--- src/rtl/pll_phase_ctrl_pkg.sv ---
// Shared definitions for the PLL dynamic phase-shift controller.
//   state_e      : controller FSM states
//   DEF_*        : default pulse/gap/settle timing in clk cycles
//   MATH_W       : width used for all modulo position arithmetic
//   step_pos()   : +/-1 position step with wrap at STEPS
package pll_phase_ctrl_pkg;

  typedef enum logic [2:0] {
    ST_IDLE,
    ST_SETUP,
    ST_PULSE_HI,
    ST_PULSE_LO,
    ST_WAIT_LOCK,
    ST_SETTLE
  } state_e;

  localparam int unsigned DEF_PULSE_HIGH = 4;
  localparam int unsigned DEF_PULSE_GAP  = 4;
  localparam int unsigned DEF_SETTLE     = 16;

  // One bit wider than a position so sums such as target+STEPS never overflow
  // for STEPS up to 127.
  localparam int unsigned MATH_W = 8;

  // Advance a position by one step: dir=0 -> +1, dir=1 -> -1, modulo steps.
  function automatic logic [6:0] step_pos(input logic [6:0] pos,
                                          input logic       dir,
                                          input logic [7:0] steps);
    logic [7:0] p;
    logic [7:0] r;
    p = {1'b0, pos};
    if (!dir) r = ((p + 8'd1) == steps) ? '0 : (p + 8'd1);
    else      r = (p == '0) ? (steps - 8'd1) : (p - 8'd1);
    return 7'(r);
  endfunction

endpackage

--- src/rtl/pll_phase_dist.sv ---
// Shortest-direction calculator for the phase controller (combinational).
//   cur_pos_i : current tracked position (< STEPS)
//   target_i  : requested position (< STEPS; caller screens out-of-range)
//   dir_o     : 0 = step forward (+1), 1 = step backward (-1)
//   count_o   : number of single steps needed, min(fwd, bwd)
module pll_phase_dist
  import pll_phase_ctrl_pkg::*;
#(
  parameter int unsigned STEPS = 80
) (
  input  logic [6:0]        cur_pos_i,
  input  logic [6:0]        target_i,
  output logic              dir_o,
  output logic [MATH_W-1:0] count_o
);

  localparam logic [MATH_W-1:0] STEPS_W = MATH_W'(STEPS);

  logic [MATH_W-1:0] cur_w;
  logic [MATH_W-1:0] tgt_w;
  logic [MATH_W-1:0] fwd;
  logic [MATH_W-1:0] bwd;

  always_comb begin
    cur_w = {1'b0, cur_pos_i};
    tgt_w = {1'b0, target_i};
    // (target - cur) mod STEPS without a signed intermediate.
    if (tgt_w >= cur_w) fwd = tgt_w - cur_w;
    else                fwd = tgt_w + STEPS_W - cur_w;
    bwd = STEPS_W - fwd;
    // Ties go forward.
    if (fwd <= bwd) begin
      dir_o   = 1'b0;
      count_o = fwd;
    end else begin
      dir_o   = 1'b1;
      count_o = bwd;
    end
  end

endmodule

--- src/rtl/pll_phase_ctrl.sv ---
// PLL dynamic phase-shift controller. Accepts a target phase position and
// walks the PLL there one PSPULSE at a time along the shorter direction,
// tracking the position locally (reset must accompany the PLL reset).
//   clk, reset            : single clock, synchronous active-high reset
//   pll_lock              : PLL LOCK; pulses only issue while locked
//   req_valid/req_target  : request handshake, accepted when req_ready=1
//   req_ready             : high only in IDLE with pll_lock=1
//   ps_sel/ps_dir/ps_pulse: PLL PSSEL/PSDIR/PSPULSE
//   cur_pos               : tracked phase position
//   busy/done/err         : FSM not idle / completion pulse / reject pulse
module pll_phase_ctrl
  import pll_phase_ctrl_pkg::*;
#(
  parameter int unsigned STEPS      = 80,
  parameter int unsigned INIT_POS   = 51,
  parameter int unsigned PS_CHANNEL = 2,
  parameter int unsigned PULSE_HIGH = DEF_PULSE_HIGH,
  parameter int unsigned PULSE_GAP  = DEF_PULSE_GAP,
  parameter int unsigned SETTLE     = DEF_SETTLE
) (
  input  logic       clk,
  input  logic       reset,
  input  logic       pll_lock,
  input  logic       req_valid,
  input  logic [6:0] req_target,
  output logic       req_ready,
  output logic [2:0] ps_sel,
  output logic       ps_dir,
  output logic       ps_pulse,
  output logic [6:0] cur_pos,
  output logic       busy,
  output logic       done,
  output logic       err
);

  localparam logic [MATH_W-1:0] STEPS_W     = MATH_W'(STEPS);
  localparam logic [7:0]        HI_LAST     = 8'(PULSE_HIGH - 1);
  localparam logic [7:0]        LO_LAST     = 8'(PULSE_GAP - 1);
  localparam logic [7:0]        SETTLE_LAST = 8'(SETTLE - 1);

  state_e            state_q;
  logic [6:0]        pos_q;
  logic              dir_q;
  logic              pulse_q;
  logic              done_q;
  logic              err_q;
  logic [7:0]        tmr_q;
  logic [MATH_W-1:0] rem_q;

  logic              dist_dir;
  logic [MATH_W-1:0] dist_cnt;
  logic [6:0]        pos_d;
  logic [MATH_W-1:0] rem_d;
  logic              accept;

  pll_phase_dist #(
    .STEPS (STEPS)
  ) u_dist (
    .cur_pos_i (pos_q),
    .target_i  (req_target),
    .dir_o     (dist_dir),
    .count_o   (dist_cnt)
  );

  assign pos_d     = step_pos(pos_q, dir_q, STEPS_W);
  assign rem_d     = rem_q - 1'b1;
  assign req_ready = (state_q == ST_IDLE) && pll_lock;
  assign accept    = req_valid && req_ready;

  always_ff @(posedge clk) begin
    if (reset) begin
      state_q <= ST_IDLE;
      pos_q   <= 7'(INIT_POS);
      dir_q   <= 1'b0;
      pulse_q <= 1'b0;
      done_q  <= 1'b0;
      err_q   <= 1'b0;
      tmr_q   <= '0;
      rem_q   <= '0;
    end else begin
      done_q <= 1'b0;
      err_q  <= 1'b0;
      unique case (state_q)
        ST_IDLE: begin
          if (accept) begin
            if ({1'b0, req_target} >= STEPS_W) begin
              err_q <= 1'b1;
            end else if (req_target == pos_q) begin
              done_q <= 1'b1;
            end else begin
              dir_q   <= dist_dir;
              rem_q   <= dist_cnt;
              state_q <= ST_SETUP;
            end
          end
        end
        ST_SETUP: begin
          state_q <= ST_PULSE_HI;
          pulse_q <= 1'b1;
          tmr_q   <= '0;
        end
        ST_PULSE_HI: begin
          if (tmr_q == HI_LAST) begin
            state_q <= ST_PULSE_LO;
            pulse_q <= 1'b0;
            tmr_q   <= '0;
          end else begin
            tmr_q <= tmr_q + 8'd1;
          end
        end
        ST_PULSE_LO: begin
          if (tmr_q == LO_LAST) begin
            pos_q <= pos_d;
            rem_q <= rem_d;
            tmr_q <= '0;
            // Lock is only consulted here, so a pulse in flight always
            // completes its high and low phases.
            if (!pll_lock) begin
              state_q <= ST_WAIT_LOCK;
            end else if (rem_d != '0) begin
              state_q <= ST_PULSE_HI;
              pulse_q <= 1'b1;
            end else begin
              state_q <= ST_SETTLE;
            end
          end else begin
            tmr_q <= tmr_q + 8'd1;
          end
        end
        ST_WAIT_LOCK: begin
          if (pll_lock) begin
            tmr_q <= '0;
            if (rem_q != '0) begin
              state_q <= ST_PULSE_HI;
              pulse_q <= 1'b1;
            end else begin
              state_q <= ST_SETTLE;
            end
          end
        end
        ST_SETTLE: begin
          if (tmr_q == SETTLE_LAST) begin
            state_q <= ST_IDLE;
            done_q  <= 1'b1;
            tmr_q   <= '0;
          end else begin
            tmr_q <= tmr_q + 8'd1;
          end
        end
        default: begin
          state_q <= ST_IDLE;
          pulse_q <= 1'b0;
        end
      endcase
    end
  end

  assign ps_sel   = 3'(PS_CHANNEL);
  assign ps_dir   = dir_q;
  assign ps_pulse = pulse_q;
  assign cur_pos  = pos_q;
  assign busy     = (state_q != ST_IDLE);
  assign done     = done_q;
  assign err      = err_q;

endmodule
--- config.mk ---
export PLATFORM = sky130hd
export DESIGN_NAME = pll_phase_ctrl
export DESIGN_NICKNAME = d
export VERILOG_FILES = /design/src/rtl/pll_phase_ctrl_pkg.sv /design/src/rtl/pll_phase_dist.sv /design/src/rtl/pll_phase_ctrl.sv
export SDC_FILE = /design/constraint.sdc
export NUM_CORES = 1
export LEC_CHECK = 0
export CORE_MARGIN = 1.5
export CORE_UTILIZATION = 40
export CTS_CLUSTER_DIAMETER = 80
export DETAILED_ROUTE_END_ITERATION = 10
export PLACE_DENSITY_LB_ADDON = 0.08
export SLEW_MARGIN = 20
export SYNTH_ARGS = -nofsm -noshare
export SYNTH_HDL_FRONTEND = slang
export SYNTH_HIERARCHICAL = 1
export SYNTH_SLANG_ARGS = --single-unit
export TNS_END_PERCENT = 10
--- constraint.sdc ---
create_clock -name clk -period 5 [get_ports clk]
set_input_delay 0.75 -clock clk [delete_from_list [all_inputs] [get_ports clk]]
set_output_delay 0.75 -clock clk [all_outputs]
set_load 0.02 [all_outputs]
# == After elaboration in Yosys (flattened, before gate mapping) ==
# Cells that the tools add are included.
# totals
output_inout_bits,16
reg_bits,30
wordCells,100
input_bits,11
# op_classes
n_bitwise,5
n_addsub,8
eq_ne,19
magnitude_cmp,3
n_reduce_logical,18
n_mux,39
# op_table
operator,count
$mux W8,9
$pmux W8 S4,1
$mux W3,10
$mux W7,3
$ne A2 B2 Y1 const B,10
$pmux W3 S6,1
$pmux W8 S2,1
$reduce_bool A8 Y1,2
$reduce_and A7 Y1,2
$mux W1,12
$add A7 B1 Y8 const B,1
$add A7 B7 Y8 const B,1
$add A8 B1 Y8 const B,1
$eq A8 B2 Y1 const B,1
$eq A8 B4 Y1 const B,1
$eq A8 B7 Y1 const B,1
$le A8 B8 Y1,1
$sub A7 B7 Y8,1
$sub A7 B8 Y8 const A,1
$sub A8 B1 Y8 const B,1
$sub A8 B7 Y8,1
$eq A7 B7 Y1,1
$ge A7 B7 Y1,1
$ge A7 B7 Y1 const B,1
other kinds (18),27

# == Depth between registers and ports, before layout ==
# depth
word_depth,10
ltp_mapped,22
mapped_depth_nobuf,21

# == By module ==
# The synthesis kept the hierarchy.
# modules_own_cells
mod,area_per_inst_um2,seq_area_each_um2,cells_each,instances
pll_phase_ctrl,2184.6,600.6,292,1
pll_phase_dist,1338.8,0.0,177,1

# == Worst setup path after synthesis ==
# OpenSTA, ideal clock, no wires.
# synth_timing
path_type,input to register
start,input req_target[1]
end,register rem_q[2]
cell_stages,19
required_time_ns,4.884
setup_time_ns,0.116
t_arrival_ns,4.335
slack_ns,0.548
cell_sequence,ha_1 inv_1 fa_1 inv_1 ha_1 a21oi_2 nor2_1 nor3_1 nand2_1 nand2_1 a21oi_1 ha_1 or4b_4 a31oi_4 nor2_1 mux2_1 nand2_1 a221oi_1 a31o_2
# synth_between
elab_chain_cells,10
# synth_lines
element,line_no,source
"start, declared",pll_phase_ctrl.sv:25,"input logic [6:0] req_target,"
$add A7 B7 Y8,pll_phase_dist.sv:29,else fwd = tgt_w + STEPS_W - cur_w;
$sub A8 B7 Y8,pll_phase_dist.sv:29,
$mux W8 (*),pll_phase_dist.sv:28,if (tgt_w >= cur_w) fwd = tgt_w - cur_w;
$sub A7 B8 Y8,pll_phase_dist.sv:30,bwd = STEPS_W - fwd;
$le A8 B8 Y1,pll_phase_dist.sv:32,if (fwd <= bwd) begin
$mux W8 (*),pll_phase_dist.sv:32,
net dist_cnt[2],pll_phase_ctrl.sv:51,logic [MATH_W-1:0] dist_cnt;
$mux W8 (*),pll_phase_ctrl.sv:88,end else if (req_target == pos_q) begin
$mux W8 (*),pll_phase_ctrl.sv:86,"if ({1'b0, req_target} >= STEPS_W) begin"
$mux W8 (*),pll_phase_ctrl.sv:85,if (accept) begin
$pmux W8 S2 (*),pll_phase_ctrl.sv:83,unique case (state_q)
"end signal, assigned",pll_phase_ctrl.sv:92,rem_q <= dist_cnt;
"end signal, assigned",pll_phase_ctrl.sv:114,rem_q <= rem_d;
"end, declared",pll_phase_ctrl.sv:48,logic [MATH_W-1:0] rem_q;
# The timed path passes the listed nets; every way through them passes the cells marked *. The select of a mux whose other input is x is not followed.
# A chain may end at the register's enable or synchronous reset.

# == Worst setup path after layout ==
# Ends and elaborated chain as after synthesis.

==> results.ini <==
[status]
run_status = finished, final reports clean

[setup_path]
worst-endpoint-required_ns = 5.19
end_kind = flop
setup.worst_path.class = primary input to flop
r2r-end = rem_q[2]
critical_path_peak_fanout = 4
setup_slack_reg_to_reg_ns = 0.70
reg_to_reg_start = cur_pos[5]
crit_arrival_ns = 4.84
r2r_cells = 16
setup.worst_path.start_class = primary input

[worst_hold_path]
hold_path.startpoint = rem_q[5]
min_path_cells = 2
holdCritPathClass = flop to flop
holdPathEnd = rem_q[5]

[floorplan]
die-width_um = 96.9
die_y_um = 96.9
i_o_pin_total = 27
fp.dieArea_um2 = 9380
core-area_um2 = 8640
initial_utilization = 0.408
row_count = 34

[sta]
clock-skew-final_ns = 0.0121
timing_max_transition_violations_final = 0
final.setup.tns_ns = 0
max_freq_mhz = 215
timing.final.setup_violations = 0
max_slew.worst_pin.slew_ns = 0.842
max-slew-margin-rel = 0.437
finalCritPeriodShare = 0.930
report.final.hold_viol_count = 0
holdWs_ns = 0.508
min_period_ns = 4.65
grt_setup_unrepaired = no

[cells_and_area]
num_antenna_cells = 0
seq_area_um2 = 601
layout_area_overhead_pct = 15.9
multiInputGateArea_um2 = 2660
num-nets-final = 544
fin_cells = 611
final_layout_size_suffix_gt1_frac = 0.147
finished_core_util = 0.473
fillers = 868

[route]
dr.pass1.iters = 4
drt-total-wl_mm = 9.72
drt-vias-per-instance = 5.76
drt.antenna.violating_nets = 0
vias = 3521
route.detailed.drc = 0
dr.first_iter.drc_count = 155
wl_per_cell_um = 15.9

[logic_synthesis]
synth.area.mux_share = 0.0249
average_footprint_of_a_synthesized_cell_um2 = 7.51
synth_top_family_by_area = compound AO/OA/AOI/OAI gates
synth_cells = 469
ys_seq_area_frac = 0.170
synth_simple_gate_area_share = 0.275
synth_top_flop_cell = sky130_fd_sc_hd__dfxtp_1
synth_adder_area_share = 0.121
synth-compound-area-share = 0.278
post_synth_instance_area_um2 = 3520
synth_area_leaders = sky130_fd_sc_hd__dfxtp_1 (17%), sky130_fd_sc_hd__ha_1 (9.2%), sky130_fd_sc_hd__a21oi_1 (4.1%), sky130_fd_sc_hd__inv_1 (4.0%), sky130_fd_sc_hd__nand3_1 (3.8%)
synth.ff_latch_count = 30
async_sr_flop_fraction = 0
ys.warnings.count = 6
yosysTopAreaCellShare = 0.170
ys_types = 83
synth_area_leader_cell = sky130_fd_sc_hd__dfxtp_1
synth-edff-count = 0
synth_xor_xnor_area_share = 0.0522

[clock_tree]
clock_tree.root_cell = sky130_fd_sc_hd__clkbuf_8
cts_bufs_inserted = 5
latest_clock_arrival_within_the_worst_skew_pair_ns = 0.29
htree_num_levels = 2
clk_pin_slew_ns = 0.08
cts_tree = yes
cts_hold_buffers = 0
cts_buffer_depth = 2
cts_sinks = 30
post-cts-setup-buffer-count = 0
postCtsResizedCells = 0

[global_route]
first_global_vias = 3363
grt_use_total = 0.209
grt_overflow = 0
maximum_number_of_pins_on_one_net_before_global_route_repair = 22
first_pass_grt_wire_length_mm = 16.3
antenna_violations_before_repair = 0

[placement]
placedCellCount = 603
io_buffer_count = 23
finalWeightedCongestion = 0.868
post-dp-hpwl_mm = 7.52

[power]
cellPowerDensity_nw_per_um2 = 201
vdd_ir_drop_max_mv = 0.111
p_leak_nw = 1.64

[job]
timing.max_cap.violations = 0

==> how the worst max path moves through the flow <==
stage / start / endpoint / depth (start not counted)
after detailed placement: req_target[1] / rem_q[2] / 19
after global routing: req_target[0] / rem_q[6] / 22
after global placement: req_target[1] / rem_q[2] / 19
final: req_target[1] / rem_q[2] / 19
after CTS: req_target[1] / rem_q[2] / 19
after floorplan: req_target[1] / rem_q[2] / 19
==> cells in the final DEF, fill, tap and decap left out, drive strengths merged, types with 6 or more instances in the layout <==
master / instances
nor4: 6
nor2: 35
clkbuf: 6
a21oi: 32
clkdlybuf4s50: 23
xnor2: 10
nand4: 7
or3: 7
buf: 29
ha: 26
a211oi: 6
xor2: 11
nand2: 37
a31oi: 10
nand3: 28
dfxtp: 30
o21ai: 26
inv: 39
nor3: 14
and3: 6
==> per-layer routing <==
layer / share of wire / up-vias / GRT usage / wire, um
li1: - / 1773 / - / -
met1: 0.49 / 1687 / 0.279 / 4770
met4: 0.0086 / 0 / 0.0412 / 84
met3: 0.031 / 9 / 0.0296 / 298
met5: 0 / - / 0 / 0
met2: 0.47 / 52 / 0.359 / 4560
==> worst max-delay path, cell delays in order <==
cell	delay (ns)
sky130_fd_sc_hd__clkdlybuf4s50_1	0.48
sky130_fd_sc_hd__ha_1	0.17
sky130_fd_sc_hd__inv_1	0.06
sky130_fd_sc_hd__fa_1	0.48
sky130_fd_sc_hd__inv_1	0.05
sky130_fd_sc_hd__ha_1	0.22
sky130_fd_sc_hd__a21oi_2	0.17
sky130_fd_sc_hd__xnor2_1	0.13
sky130_fd_sc_hd__mux2i_1	0.19
sky130_fd_sc_hd__nand3_1	0.13
sky130_fd_sc_hd__a21oi_1	0.16
sky130_fd_sc_hd__ha_1	0.28
sky130_fd_sc_hd__or4b_4	0.57
sky130_fd_sc_hd__a31oi_4	0.20
sky130_fd_sc_hd__nor2_1	0.09
sky130_fd_sc_hd__mux2_1	0.32
sky130_fd_sc_hd__nand2_1	0.06
sky130_fd_sc_hd__a221oi_1	0.09
sky130_fd_sc_hd__a31o_2	0.26
==> state kept, by name (all words and copies together), names as in the netlist <==
register  count
rem_q         8
ps_dir        1
ps_pulse      1
tmr_q         8
err           1
done          1
cur_pos       7
state_q       3
==> cell type report <==
| type | count | area share |
|---|---|---|
| clock buffers | 6 | 0.0202 |
| clock inverters | 2 | 0.00306 |
| inverters | 39 | 0.0358 |
| multi-input cells | 374 | 0.651 |
| flip-flops and latches | 30 | 0.147 |
| well taps | 108 | 0.0331 |
| repair buffers | 52 | 0.110 |
==> logic make-up (layout without fill, tap and decap cells) <==
logic type,count (synthesis),in the layout
xor+xnor,21,21
flops,30,30
mux,8,8
buf+inv,66,99
simple gates,173,173
other cells,2,3
compound gates,138,138
fa+ha+maj,31,31
==> cell usage after synthesis, types with 5 or more instances <==
library cell	number
sky130_fd_sc_hd__o32ai_1	5
sky130_fd_sc_hd__xnor2_1	10
sky130_fd_sc_hd__a211oi_1	6
sky130_fd_sc_hd__mux2i_1	5
sky130_fd_sc_hd__nor2_1	35
sky130_fd_sc_hd__xor2_1	11
sky130_fd_sc_hd__ha_1	26
sky130_fd_sc_hd__a21oi_1	29
sky130_fd_sc_hd__o211ai_1	5
sky130_fd_sc_hd__nand2_1	34
sky130_fd_sc_hd__o21ai_0	22
sky130_fd_sc_hd__clkbuf_1	19
sky130_fd_sc_hd__nand4_1	7
sky130_fd_sc_hd__fa_1	5
sky130_fd_sc_hd__a31oi_1	9
sky130_fd_sc_hd__dfxtp_1	30
sky130_fd_sc_hd__o21a_1	5
sky130_fd_sc_hd__and3_1	6
sky130_fd_sc_hd__nand3_1	27
sky130_fd_sc_hd__inv_1	38
sky130_fd_sc_hd__or3_1	5
sky130_fd_sc_hd__nor3_1	12
==> report_power, final <==
part	internal [mW]	switching, mW	total [mW]	leakage [nW]
logic	0.160	0.186	0.345	1.35
clock network	0.111	0.103	0.213	0.0472
registers	0.248	0.0156	0.264	0.243
total	0.518	0.304	0.822	1.64
==> through the flow <==
stage	cell area [um2]	worst slack, ns	total power [mW]
after floorplan	3530	0.548	0.511
after global placement	3990	0.103	0.609
after detailed placement	3990	0.0486	0.611
after CTS	4080	0.353	0.827
after global routing	4080	0.0202	0.879
final	4080	0.349	0.822
Power figures use the tool's default switching activity.
